$ cat config.mk
export PLATFORM = sky130hd
export DESIGN_NAME = pe_accum_ctrl
export DESIGN_NICKNAME = d
export VERILOG_FILES = /design/src/rtl/pe_ctrl_pkg.sv /design/src/rtl/pe_shift_sel.sv /design/src/rtl/pe_accum_ctrl.sv
export SDC_FILE = /design/constraint.sdc
export NUM_CORES = 1
export LEC_CHECK = 0
export CAP_MARGIN = 40
export CORE_MARGIN = 4
export CORE_UTILIZATION = 40
export CTS_BUF_LIST = sky130_fd_sc_hd__clkbuf_2
export CTS_CLUSTER_SIZE = 14
export DETAILED_ROUTE_END_ITERATION = 8
export DONT_BUFFER_PORTS = 1
export SETUP_SLACK_MARGIN = 0.5
export SYNTH_ARGS = -nofsm -noshare
export SYNTH_HDL_FRONTEND = slang
export SYNTH_SLANG_ARGS = --single-unit
$ cat constraint.sdc
create_clock -name clk -period 3.7 [get_ports clk]
set_clock_uncertainty 0.1 [all_clocks]
set_input_delay 0.74 -clock clk [delete_from_list [all_inputs] [get_ports clk]]
set_output_delay 0.74 -clock clk [all_outputs]
set_load 0.1 [all_outputs]
$ cat src/rtl/pe_ctrl_pkg.sv
`default_nettype none
// ============================================================================
// Module      : pe_ctrl_pkg
// Description : Shared types, mode encodings and helpers for the PE
//               shift-and-add accumulation controller.
// Revision    : 1.0 - initial release
// ============================================================================
package pe_ctrl_pkg;

   localparam int ACC_W_DEF = 20;
   localparam int LEN_W_DEF = 8;

   // Precision mode encodings
   localparam logic [1:0] c_MODE_1P  = 2'd0;
   localparam logic [1:0] c_MODE_2P  = 2'd1;
   localparam logic [1:0] c_MODE_4P  = 2'd2;
   localparam logic [1:0] c_MODE_RSV = 2'd3;

   typedef enum logic [1:0] {
      ST_IDLE = 2'd0,
      ST_RUN  = 2'd1,
      ST_DONE = 2'd2
   } state_t;

   // Number of temporal phases per vector for a given mode; the reserved
   // encoding behaves as single-phase.
   function automatic logic [2:0] phase_count(input logic [1:0] mode);
      logic [2:0] n;
      n = 3'd1;
      case (mode)
         c_MODE_2P: n = 3'd2;
         c_MODE_4P: n = 3'd4;
         default:   n = 3'd1;
      endcase
      return n;
   endfunction

endpackage
`default_nettype wire

$ cat src/rtl/pe_shift_sel.sv
`default_nettype none
// ============================================================================
// Module      : pe_shift_sel
// Description : Combinational decoder from (mode, phase) to the adder's
//               four 2-bit group-shift selects.
// Revision    : 1.0 - initial release
// ============================================================================
module pe_shift_sel
   import pe_ctrl_pkg::*;
(
   input  logic [1:0] mode,
   input  logic [1:0] phase,
   output logic [7:0] sum_signal
);

   // One select field per group; upper groups lead by one step in 2-phase mode
   generate
      for (genvar g = 0; g < 4; g++) begin : g_grp
         localparam logic [1:0] c_GRP_HI = 2'(g / 2);
         assign sum_signal[2*g+1:2*g] = (mode == c_MODE_2P) ? (c_GRP_HI + phase) :
                                        (mode == c_MODE_4P) ? phase : 2'd0;
      end
   endgenerate

endmodule
`default_nettype wire

$ cat src/rtl/pe_accum_ctrl.sv
`default_nettype none
// ============================================================================
// Module      : pe_accum_ctrl
// Description : Sequencing controller for the PE shift-and-add datapath.
//               Drives group-shift selects and feedback sum, accumulates
//               cfg_len vectors over 1/2/4 phases, and returns the result on
//               a valid/ready output.
//               Optional macro PE_CTRL_STAT_EN adds the stat_stall_cnt output.
// Revision    : 1.0 - initial release
// ============================================================================
module pe_accum_ctrl
   import pe_ctrl_pkg::*;
#(
   parameter int ACC_W = ACC_W_DEF,
   parameter int LEN_W = LEN_W_DEF
)(
   input  logic             clk,
   input  logic             rst,
   input  logic             start,
   input  logic [1:0]       cfg_mode,
   input  logic [LEN_W-1:0] cfg_len,
   input  logic             in_valid,
   output logic             in_ready,
   output logic [7:0]       sum_signal,
   output logic [ACC_W-1:0] adder_prev_sum,
   input  logic [ACC_W-1:0] adder_sum,
   output logic             out_valid,
   input  logic             out_ready,
   output logic [ACC_W-1:0] out_sum,
   output logic             busy,
   output logic             cfg_err
`ifdef PE_CTRL_STAT_EN
   ,
   output logic [15:0]      stat_stall_cnt
`endif
);

   state_t           r_state;
   logic [1:0]       r_mode;
   logic [LEN_W-1:0] r_len;
   logic [1:0]       r_phase;
   logic [LEN_W-1:0] r_vec;
   logic [ACC_W-1:0] r_acc;
   logic [ACC_W-1:0] r_out_sum;
   logic             r_out_valid;
   logic             r_in_ready;
   logic             r_busy;
   logic             r_cfg_err;

   logic             w_beat;
   logic             w_last_phase;
   logic             w_last_vec;
   logic [2:0]       w_nph;
   logic [7:0]       w_sel;

   assign w_nph        = phase_count(r_mode);
   assign w_beat       = in_valid && r_in_ready;
   assign w_last_phase = ({1'b0, r_phase} == (w_nph - 3'd1));
   assign w_last_vec   = (r_vec == (r_len - 1'b1));

   pe_shift_sel u_shift_sel (
      .mode       (r_mode),
      .phase      (r_phase),
      .sum_signal (w_sel)
   );

   // Selects are only meaningful while beats are being accepted
   assign sum_signal     = (r_state == ST_RUN) ? w_sel : 8'h00;
   // Accumulator is cleared on start, so the first beat of a job sees zero
   assign adder_prev_sum = r_acc;
   assign in_ready       = r_in_ready;
   assign out_valid      = r_out_valid;
   assign out_sum        = r_out_sum;
   assign busy           = r_busy;
   assign cfg_err        = r_cfg_err;

   // Job FSM: configuration latch, phase/vector counters, accumulator, outputs
   always_ff @(posedge clk or posedge rst) begin
      if (rst) begin
         r_state     <= ST_IDLE;
         r_mode      <= c_MODE_1P;
         r_len       <= '0;
         r_phase     <= 2'd0;
         r_vec       <= '0;
         r_acc       <= '0;
         r_out_sum   <= '0;
         r_out_valid <= 1'b0;
         r_in_ready  <= 1'b0;
         r_busy      <= 1'b0;
         r_cfg_err   <= 1'b0;
      end else begin
         r_cfg_err <= 1'b0;
         case (r_state)
            ST_IDLE: begin
               if (start) begin
                  r_mode    <= (cfg_mode == c_MODE_RSV) ? c_MODE_1P : cfg_mode;
                  r_len     <= cfg_len;
                  r_phase   <= 2'd0;
                  r_vec     <= '0;
                  r_acc     <= '0;
                  r_cfg_err <= (cfg_mode == c_MODE_RSV);
                  r_busy    <= 1'b1;
                  if (cfg_len == '0) begin
                     r_state     <= ST_DONE;
                     r_out_valid <= 1'b1;
                     r_out_sum   <= '0;
                  end else begin
                     r_state    <= ST_RUN;
                     r_in_ready <= 1'b1;
                  end
               end
            end
            ST_RUN: begin
               if (w_beat) begin
                  r_acc <= adder_sum;
                  if (w_last_phase) begin
                     r_phase <= 2'd0;
                     if (w_last_vec) begin
                        r_state     <= ST_DONE;
                        r_in_ready  <= 1'b0;
                        r_out_valid <= 1'b1;
                        r_out_sum   <= adder_sum;
                     end else begin
                        r_vec <= r_vec + 1'b1;
                     end
                  end else begin
                     r_phase <= r_phase + 2'd1;
                  end
               end
            end
            ST_DONE: begin
               if (out_ready) begin
                  r_state     <= ST_IDLE;
                  r_out_valid <= 1'b0;
                  r_busy      <= 1'b0;
               end
            end
            default: begin
               r_state     <= ST_IDLE;
               r_in_ready  <= 1'b0;
               r_out_valid <= 1'b0;
               r_busy      <= 1'b0;
            end
         endcase
      end
   end

`ifdef PE_CTRL_STAT_EN
   logic [15:0] r_stall_cnt;

   // Saturating count of RUN cycles with no operand beat offered
   always_ff @(posedge clk or posedge rst) begin
      if (rst) begin
         r_stall_cnt <= 16'd0;
      end else if ((r_state == ST_IDLE) && start) begin
         r_stall_cnt <= 16'd0;
      end else if ((r_state == ST_RUN) && !in_valid && (r_stall_cnt != 16'hFFFF)) begin
         r_stall_cnt <= r_stall_cnt + 16'd1;
      end
   end

   assign stat_stall_cnt = r_stall_cnt;
`endif

endmodule
`default_nettype wire

Word level (Yosys, flattened, before mapping). Index checks and enable logic that the tools add are counted.

Output and inout bits: 52. Word-level logic and storage cells: 92. Bits in registers: 66.

Equality and inequality tests: 15. Bitwise gates (word level): 2. Multiplexer cells: 48. Add/subtract/negate cells: 4. Reductions and logical operators: 12.

Operator list (number): two-way mux 20 bit (7); case mux 20 bit (2 select lines) (2); two-way mux 8 bit (5); two-way mux 2 bit (13); AND reduction 6 bit (3); != test 2 bit (second input constant) (8); case mux 8 bit (2 select lines) (1); two-way mux 1 bit (14); AND reduction 5 bit (2); case mux 1 bit (3 select lines) (3); adder 8 x 1 -> 8 bit (second input constant) (1); == test 8 bit (1); zero test 8 bit (1); subtractor 8 x 1 -> 8 bit (second input constant) (1); == test 2 bit (second input constant) (3); case mux 2 bit (3 select lines) (1); case mux 3 bit (2 select lines) (1); AND reduction 3 bit (2); == test 2 x 1 -> 1 bit (second input constant) (2); case mux 2 bit (2 select lines) (1); == test 2 x 3 -> 1 bit (1); subtractor 3 x 1 -> 3 bit (second input constant) (1); adder 1 x 2 -> 2 bit (first input constant) (1); zero test 2 bit (1); other kinds (4) (5).

Depth between registers and ports, before layout. Gate-level depths: netlist of run 1.

Depth after elaboration: 7. Gate-level depth with buffers: 9. Mapped depth without buffers: 8.

Modules after synthesis. Synthesis of run 1 repeated with hierarchy kept, for this count alone.

Cells, all modules: 328. Area, all modules: 3220.6 µm².

By module, submodules not included: pe_accum_ctrl (instances 1, area each 3113.0 µm², cells each 315); pe_shift_sel (instances 1, area each 107.6 µm², cells each 13).

Worst setup path after synthesis of run 1. OpenSTA, ideal clock, no wires.

Path kind: reg-to-output. Start point: reg r_mode[1]. End point: out sum_signal[7]. Buffers on the path: 1. Arrival time: 2931 ps. Required time: 2860 ps. Stages on the path, launching flop included: 7. Slack: -71 ps. Cell sequence: dfrtp_1 > inv_1 > ha_1 > nor2b_1 > o21ai_0 > a21oi_1 > buf_4.

Longest elaborated chain between the ends: 4. Elaborated cells on any way between the ends: 5.

RTL lines: start, declared (RTL line pe_accum_ctrl.sv:39) `logic [1:0] r_mode;`; start signal, assigned (RTL line pe_accum_ctrl.sv:81) `r_mode <= c_MODE_1P;`; start signal, assigned (RTL line pe_accum_ctrl.sv:96) `r_mode <= (cfg_mode == c_MODE_RSV) ? c_MODE_1P : cfg_mode;`; == test 2 bit (RTL line pe_shift_sel.sv:21) `(mode == c_MODE_4P) ? phase : 2'd0;`; two-way mux 2 bit (RTL line pe_shift_sel.sv:21); two-way mux 2 bit * (RTL line pe_shift_sel.sv:20) `assign sum_signal[2*g+1:2*g] = (mode == c_MODE_2P) ? (c_GRP_HI + phase) :`; two-way mux 8 bit * (RTL line pe_accum_ctrl.sv:68) `assign sum_signal = (r_state == ST_RUN) ? w_sel : 8'h00;`; end, declared (RTL line pe_accum_ctrl.sv:24) `output logic [7:0] sum_signal,`.

Mark *: on every way between the ends. The rest lies on a longest branch, timed or not.

Worst setup path in the final report of run 1.
Start point: reg r_len[3]. End point: reg r_out_sum[8] (netlist: out_sum[8]).

Longest elaborated chain between the ends: 4.

RTL lines: start, declared (RTL line pe_accum_ctrl.sv:40) `logic [LEN_W-1:0] r_len;`; start signal, assigned (RTL line pe_accum_ctrl.sv:97) `r_len <= cfg_len;`; subtractor 8 x 1 -> 8 bit (RTL line pe_accum_ctrl.sv:59) `assign w_last_vec = (r_vec == (r_len - 1'b1));`; == test 8 bit (RTL line pe_accum_ctrl.sv:59); != test 2 bit (no source line); AND reduction 6 bit (no source line); end signal, assigned (RTL line pe_accum_ctrl.sv:122) `r_out_sum <= adder_sum;`; end, declared (RTL line pe_accum_ctrl.sv:44) `logic [ACC_W-1:0] r_out_sum;`.

No other way between the ends. A chain may end at the register's enable or synchronous reset.

==> impl_metrics.toml, run 1 <==
[status]
status = "finished clean"

[logic_synthesis]
avgSynthCellArea_um2 = 8.63
synth_fp_nets = 427
syn_inst = 387
syn-cell-area_mm2 = 0.00334
synth-seq-area-share_pct = 49.5
ys_ff_latch = 66
ys.warnings.count = 0
yosysUniqueCellTypes = 38

[sta]
final_hold_viol_count = 0
holdWs_ns = 0.249
setup_viol = 0
tightest_slew_ns = 0.909
period_needed_ns = 3.06
post-route-period-util_pct = 82.6
maxSlewViolCount = 0
slew_headroom_pct = 39.4
tns_ns = 0
max_freq_mhz = 327
rsz0062_at_grt = "false"

[floorplan]
rows = 33
die_w_um = 99.4
coreArea_mm2 = 0.00818
die_y_um = 99.4
start_util_pct = 40.8
ioPinCount = 87
dieArea_mm2 = 0.00987

[setup_path]
endpoint_kind = "register"
critPathKind = "register to register"
crit_path_start_kind = "register"
required_ns = 4.01
crit_arrival_ns = 3.37
critPathMaxFanout = 14

[route]
avgRoutedWirePerCell_um = 16.4
drtIter0Drc = 124
wl_mm = 8.71
via_count = 2790
drc = 0
dr.pass1.iters = 4
antenna_left = 0
viasPerCell = 5.24

[flow_run]
maxCapViolations = 0

[clock_tree]
ctsRootBufferMaster = "clkbuf_2"
htreeDepth = 3
clockBufferDepth = 2
clk_pin_slew_worst_paths_ns = 0.18
insertion_delay_ns = 0.49
cts_tree = "done"
clock_sinks = 66
cts_buffers = 9
post-cts-setup-buffers = 0

[layout]
nets = 462
multi_input_area_mm2 = 0.00157
drive_gt1_share_pct = 19.2
seq_area_mm2 = 0.00165
fillerInstances = 712
antenna_cells = 0
fin_area_mm2 = 0.00465
synthToLayoutAreaGrowth_pct = 39.4

[global_route]
grt_max_degree = 35
groute.usage.overall_pct = 18.6
grt_pass1_wl_mm = 14.6
grt_pass1_vias = 2939
antenna_found_initial = 0
overflow = 0

[placement]
postPlaceCellArea_mm2 = 0.00449
dpl.hpwl_mm = 6.45
gp_congestion = 0.779
place.port_buffers = 0

[hold_path]
hp-class = "input pin to register"
synthesized netlist by cell type:
library cell | instances | area share, %
or3_1 | 2 | 0.37
and2_1 | 3 | 0.56
or2_1 | 1 | 0.19
a31oi_1 | 1 | 0.19
nor3_1 | 6 | 0.90
buf_4 | 4 | 0.90
o31ai_1 | 2 | 0.45
nor2_1 | 16 | 1.8
nand3b_1 | 5 | 1.1
a211oi_1 | 1 | 0.22
o221ai_2 | 1 | 0.45
or4_1 | 2 | 0.45
xnor2_1 | 5 | 1.3
o21ai_0 | 45 | 6.7
or3b_2 | 2 | 0.52
dfrtp_1 | 66 | 49
o21a_1 | 1 | 0.22
o221ai_1 | 1 | 0.26
nand3_1 | 8 | 1.2
inv_1 | 9 | 1.0
nor3b_1 | 1 | 0.22
a21o_1 | 1 | 0.22
mux2i_1 | 2 | 0.60
ha_1 | 5 | 1.9
a311oi_1 | 1 | 0.26
nor4b_1 | 3 | 0.79
buf_2 | 3 | 0.45
nor2b_1 | 24 | 4.5
a31o_2 | 5 | 1.3
a21oi_1 | 13 | 1.9
or2_2 | 2 | 0.37
clkbuf_1 | 20 | 2.2
nand2b_1 | 8 | 1.5
nand2_1 | 88 | 9.9
xor2_1 | 6 | 1.6
nor4_1 | 3 | 0.56
and3_1 | 4 | 0.75
o21ai_1 | 17 | 2.5
cells in the final DEF, fill, tap and decap left out, types with 3 or more instances in the layout:
cell type / instances
nor2_1: 15
dfrtp_1: 66
nor3_1: 6
nor4b_1: 3
and3_1: 4
nand2b_1: 8
a21oi_1: 12
clkbuf_2: 10
buf_4: 10
or2_2: 3
a31o_2: 5
xnor2_1: 5
o21ai_0: 45
nand3_1: 8
buf_16: 36
inv_1: 8
nor2b_1: 24
nand2_1: 88
ha_1: 5
nand3b_1: 5
o21ai_1: 17
xor2_1: 6
per-stage QoR:
stage,util (%),setup WS [ns],cells
2_1_floorplan,-,0.605,387
3_3_place_gp,42.5,0.747,478
3_5_place_dp,54.9,0.663,515
6_report,56.9,0.644,532
4_1_cts,56.6,0.533,532
5_1_grt,56.9,0.509,532
what timing repair did:
item,CTS,global route
endpoints found under the hold margin,9,0
gates resized for setup,0,8
hold buffers,1,0
endpoints found under the setup margin,0,11
logic make-up after synthesis:
logic type / count (synthesis) / share of synthesized area [%]
buffers and inverters: 36 / 4.61
DFF: 66 / 49.5
and+or+nand+nor: 178 / 25.7
xor gates and xnor gates: 11 / 2.89
muxes: 2 / 0.600
AOI/OAI and AO/OA: 89 / 14.8
adders and majority gates: 5 / 1.87
metal layers:
| layer | routed length, um | track usage, % | vias to the layer above |
|---|---|---|---|
| met1 | 3720 | 23.8 | 1334 |
| met4 | 102 | 5.36 | 0 |
| met5 | 0 | 0 | - |
| met3 | 587 | 6.52 | 11 |
| li1 | - | - | 1371 |
| met2 | 4310 | 29.8 | 74 |
final cells by class:
type	count	share of cell area [%]
multi-input cells	285	33.6
well taps	105	2.82
repair buffers	51	24.5
flip-flops and latches	66	35.5
inverters	9	0.726
clock inverters	6	1.75
clock buffers	10	1.08
state kept, by name (all words and copies together) (netlist names):
| name | flops |
|---|---|
| adder_prev_sum | 20 |
| out_sum | 20 |
| r_len | 8 |
| r_vec | 8 |
| r_mode | 2 |
| r_phase | 2 |
| r_state | 2 |
| busy | 1 |
| cfg_err | 1 |
| in_ready | 1 |
| out_valid | 1 |
path summary, 6_finish.rpt:
| kind | slack, ns | to | startpoint | cells after the start |
|---|---|---|---|---|
| worst max-delay path | 0.64 | out_sum[8] | r_len[3] | 6 |
| worst min-delay path | 0.25 | r_len[4] | cfg_len[4] | 2 |
| worst max register to register | 0.64 | out_sum[8] | r_len[3] | 6 |
| worst min register to register | 0.45 | r_len[7] | r_len[7] | 2 |
| max in group asynchronous | 2.35 | r_len[7] | rst | 3 |
| min in group asynchronous | 0.57 | out_sum[16] | rst | 2 |
worst max-delay path, cell delays in order (launching register included):
cell and delay, ns:
dfrtp_1 0.47, or4_1 0.65, or4_1 0.53, a21oi_1 0.19, o221ai_2 0.30, or2_2 0.51
o21ai_0 0.23
Power of run 1 is left out: the tool's default activity adds up to more than one toggle a clock period on the data nets, which glitch-free logic cannot reach.
==> run 2: changes to the inputs <==
==> constraint.sdc (replaced) <==
create_clock -name clk -period 2.55 [get_ports clk]
set_clock_uncertainty 0.1 [all_clocks]
set_input_delay 0.51 -clock clk [delete_from_list [all_inputs] [get_ports clk]]
set_output_delay 0.51 -clock clk [all_outputs]
set_load 0.1 [all_outputs]
==> impl_metrics.toml, run 2 (synthesis results as in run 1) <==
[setup_path]
crit_buf_inv = 1
critPathKind = "register to register"
critPathMaxFanout = 7
crit_path_start_kind = "register"
crit_arrival_ns = 2.92
critPathTopFamily = "simple AND/OR/NAND/NOR gates"
path_common_cell = "or4_4"
slowest_stage = "or4_4"
crit_chain = "or4_4 > or4_4 > a21oi_4 > o221ai_4 > or2_4 > buf_12 > a31oi_4"
critPathMaxStageDelay_ns = 0.56
endpoint_kind = "register"
required_ns = 2.86

[clock_tree]
cts_tree = "done"
htreeDepth = 3
clk_pin_slew_worst_paths_ns = 0.19
cts_buffers = 9
clock_sinks = 66
clockBufferDepth = 2
insertion_delay_ns = 0.48
ctsRootBufferMaster = "clkbuf_2"

[global_route]
groute.usage.overall_pct = 18.8
antenna_found_initial = 0
grt_pass1_wl_mm = 14.8
grt_max_degree = 67
grt_pass1_vias = 2995
overflow = 0

[placement]
place.port_buffers = 0
placedCellCount = 529
dpl.hpwl_mm = 5.93
gp_congestion = 0.911
dp_slack_ns = -0.166

[sta]
slew_headroom_pct = 58.5
tightest_slew_ns = 0.623
post-route-period-util_pct = 102
holdWs_ns = 0.0414
max_freq_mhz = 383
rsz0062_at_grt = "true"
period_needed_ns = 2.61
setup_ws_ns = -0.0589
final_hold_viol_count = 0
maxSlewViolCount = 0
tns_ns = -0.233
setup_viol = 18

[floorplan]
die_w_um = 99.4
rows = 33
start_util_pct = 40.8
die_y_um = 99.4
coreArea_mm2 = 0.00818
ioPinCount = 87
dieArea_mm2 = 0.00987

[route]
via_count = 2925
antenna_left = 0
drc = 0
avgRoutedWirePerCell_um = 16.3
dr.pass1.iters = 5
drtIter0Drc = 126
wl_mm = 9.21
viasPerCell = 5.17

[layout]
layout_commonest_cell = "nand2_1"
drive_gt1_share_pct = 31.0
nets = 496
layout_common_cells = "nand2_1, dfrtp_1, buf_4"
antenna_cells = 0
final-instance-count-excl-fill = 566
synthToLayoutAreaGrowth_pct = 36.0

[status]
violations = "negative setup slack"
status = "finished, violations left"

[hold_path]
hp-class = "input pin to register"

[flow_run]
maxCapViolations = 0
-- run 2: cell type report --
class	instances	area, um2
fill	735	3630
multi-input combinational	285	1830
sequential	66	1650
timing repair buffer	85	758
tap	105	131
clock inverter	6	81.3
clock buffer	10	50.0
inverter	9	37.5
-- run 2: timing repair --
action,4_1_cts,5_1_grt
pin swaps,7,13
endpoints found under the setup margin,51,61
cloned,0,1
hold buffers,9,3
hold endpoints to repair,74,3
resized for setup,20,33
buffers inserted,4,4
-- run 2: worst paths after layout --
check	depth (start not counted)	end	from	slack, ns
min in group asynchronous	3	adder_prev_sum[14]	rst	0.43
worst min-delay path	2	r_len[1]	cfg_len[1]	0.04
worst min register to register	2	adder_prev_sum[4]	adder_prev_sum[4]	0.42
max in group asynchronous	3	in_ready	rst	1.56
worst max register to register	7	out_valid	r_len[1]	-0.06
worst max-delay path	7	out_valid	r_len[1]	-0.06
-- run 2: layer usage --
metal  track usage (%)  wire (um)  vias up
met1              24.0       3940     1397
met4              7.56        170        0
met5                 0          0        -
li1                  -          -     1434
met2              29.5       4500       81
met3              6.10        596       13
-- run 2: through the flow --
step	util, %	cell area [um2]
after CTS	52.7	4310
after detailed placement	48.6	3970
after global placement	48.6	3970
final	55.5	4540
after global routing	55.5	4540
after floorplan	-	3480
Power of run 2 is left out for the same reason.
==> run 3: changes to the inputs <==
--- a/config.mk
+++ b/config.mk
@@ -12,7 +12,7 @@
 export CTS_CLUSTER_SIZE = 14
 export DETAILED_ROUTE_END_ITERATION = 8
 export DONT_BUFFER_PORTS = 1
-export SETUP_SLACK_MARGIN = 0.5
+export REMOVE_ABC_BUFFERS = 1
 export SYNTH_ARGS = -nofsm -noshare
 export SYNTH_HDL_FRONTEND = slang
 export SYNTH_SLANG_ARGS = --single-unit
==> impl_metrics.toml, run 3 (synthesis results as in run 1) <==
[hold_path]
hp-class = "input pin to register"

[floorplan]
ioPinCount = 87
die_w_um = 99.4
rows = 33
start_util_pct = 40.8
coreArea_mm2 = 0.00818
die_y_um = 99.4
dieArea_mm2 = 0.00987

[clock_tree]
htreeDepth = 3
clockBufferDepth = 2
cts_tree = "done"
clk_pin_slew_worst_paths_ns = 0.20
cts_buffers = 9
clock_sinks = 66
insertion_delay_ns = 0.49
ctsRootBufferMaster = "clkbuf_2"

[global_route]
grt_pass1_wl_mm = 14.0
grt_pass1_vias = 2856
antenna_found_initial = 0
overflow = 0
grt_max_degree = 42
groute.usage.overall_pct = 17.6

[flow_run]
maxCapViolations = 0

[setup_path]
r2r_cells = 8
critPathTopFamily = "simple AND/OR/NAND/NOR gates"
endpoint_kind = "register"
startpoint = "r_len[3]"
required_ns = 2.84
worstReg2RegEnd = "out_sum[15]"
cp_num_cells = 8
slowest_stage = "or4_4"
crit_path_start_kind = "register"
critPathMaxStageDelay_ns = 0.55
crit_arrival_ns = 2.87
critPathKind = "register to register"
r2r_slack_ns = -0.03
path_common_cell = "or4_4"
critPathMaxFanout = 20
crit_buf_inv = 2
cp-endpoint = "out_sum[15]"
crit_chain = "or4_4 > or4_4 > a21oi_2 > o221ai_2 > buf_4 > buf_12 > o21ai_1 > o21ai_2"
r2r_start = "r_len[3]"

[route]
drtIter0Drc = 86
dr.pass1.iters = 4
viasPerCell = 5.08
via_count = 2887
wl_mm = 8.41
antenna_left = 0
drc = 0
avgRoutedWirePerCell_um = 14.8

[layout]
synthToLayoutAreaGrowth_pct = 32.5
layout_common_cells = "nand2_1, dfrtp_1, buf_4"
nets = 498
multi_input_area_mm2 = 0.00168
seq_area_mm2 = 0.00165
drive_gt1_share_pct = 27.2
final-instance-count-excl-fill = 568
antenna_cells = 0
fillerInstances = 746
layout_commonest_cell = "nand2_1"

[sta]
maxSlewViolCount = 0
max_freq_mhz = 388
period_needed_ns = 2.58
post-route-period-util_pct = 101
setup_viol = 9
tightest_slew_ns = 0.885
setup_ws_ns = -0.0275
final_hold_viol_count = 0
slew_headroom_pct = 41.0
tns_ns = -0.0944
rsz0062_at_grt = "true"

[placement]
placedCellCount = 530
dpl.hpwl_mm = 5.70
dp_slack_ns = -0.118
place.port_buffers = 0
gp_congestion = 0.823

[status]
violations = "negative setup slack"
status = "finished, violations left"
## run 3: cell types whose count changed in the layout (fill, tap and decap cells not counted), moves of 3 or more
cell / delta
buf_12: +3
buf_4: -3
dlygate4sd3_1: +6
nor2_1: +4
nor2_2: -3
o21ai_0: -7
o21ai_1: +8
## run 3: layout make-up
class / count / area share (%)
multi-input cells: 285 / 37.9
flip-flops and latches: 66 / 37.4
repair buffers: 87 / 17.9
well taps: 105 / 2.97
clock inverters: 5 / 1.78
clock buffers: 11 / 1.24
inverters: 9 / 0.764
## run 3: layer usage
metal	up-vias	GRT usage, %	wire [um]
met5	-	0	0
met4	0	4.20	87
met3	13	5.33	598
met2	76	28.1	4020
met1	1352	23.6	3710
li1	1446	-	-
## run 3: through the flow
| step | instance area, um2 | hold WS (ns) | util (%) |
|---|---|---|---|
| after detailed placement | 3940 | 0.367 | 48.2 |
| after CTS | 4300 | 0.00307 | 52.6 |
| final | 4420 | 0.0544 | 54.1 |
| after global routing | 4420 | 0.000387 | 54.1 |
| after floorplan | 3220 | 0.365 | - |
| after global placement | 3940 | 0.359 | 48.2 |
## run 3: worst min-delay path by stage
| stage | slack, ns | cells after the start | startpoint | to |
|---|---|---|---|---|
| 2_1_floorplan | 0.37 | 2 | r_len[7] | r_len[7] |
| 5_1_grt | 0.0004 | 2 | adder_sum[5] | out_sum[5] |
| 6_report | 0.05 | 2 | adder_sum[5] | out_sum[5] |
| 3_5_place_dp | 0.37 | 2 | adder_prev_sum[9] | adder_prev_sum[9] |
| 3_3_place_gp | 0.36 | 2 | adder_prev_sum[19] | adder_prev_sum[19] |
| 4_1_cts | 0.003 | 2 | cfg_len[0] | r_len[0] |
## run 3: repair_timing
action                                  4_1_cts  5_1_grt
pin swaps                                     1        7
setup buffers                                 2        2
hold buffers                                 16        2
cloned                                        0        0
resized for setup                            20       31
endpoints found under the setup margin       34       40
hold endpoints to repair                     43        3
Power of run 3 is left out for the same reason.
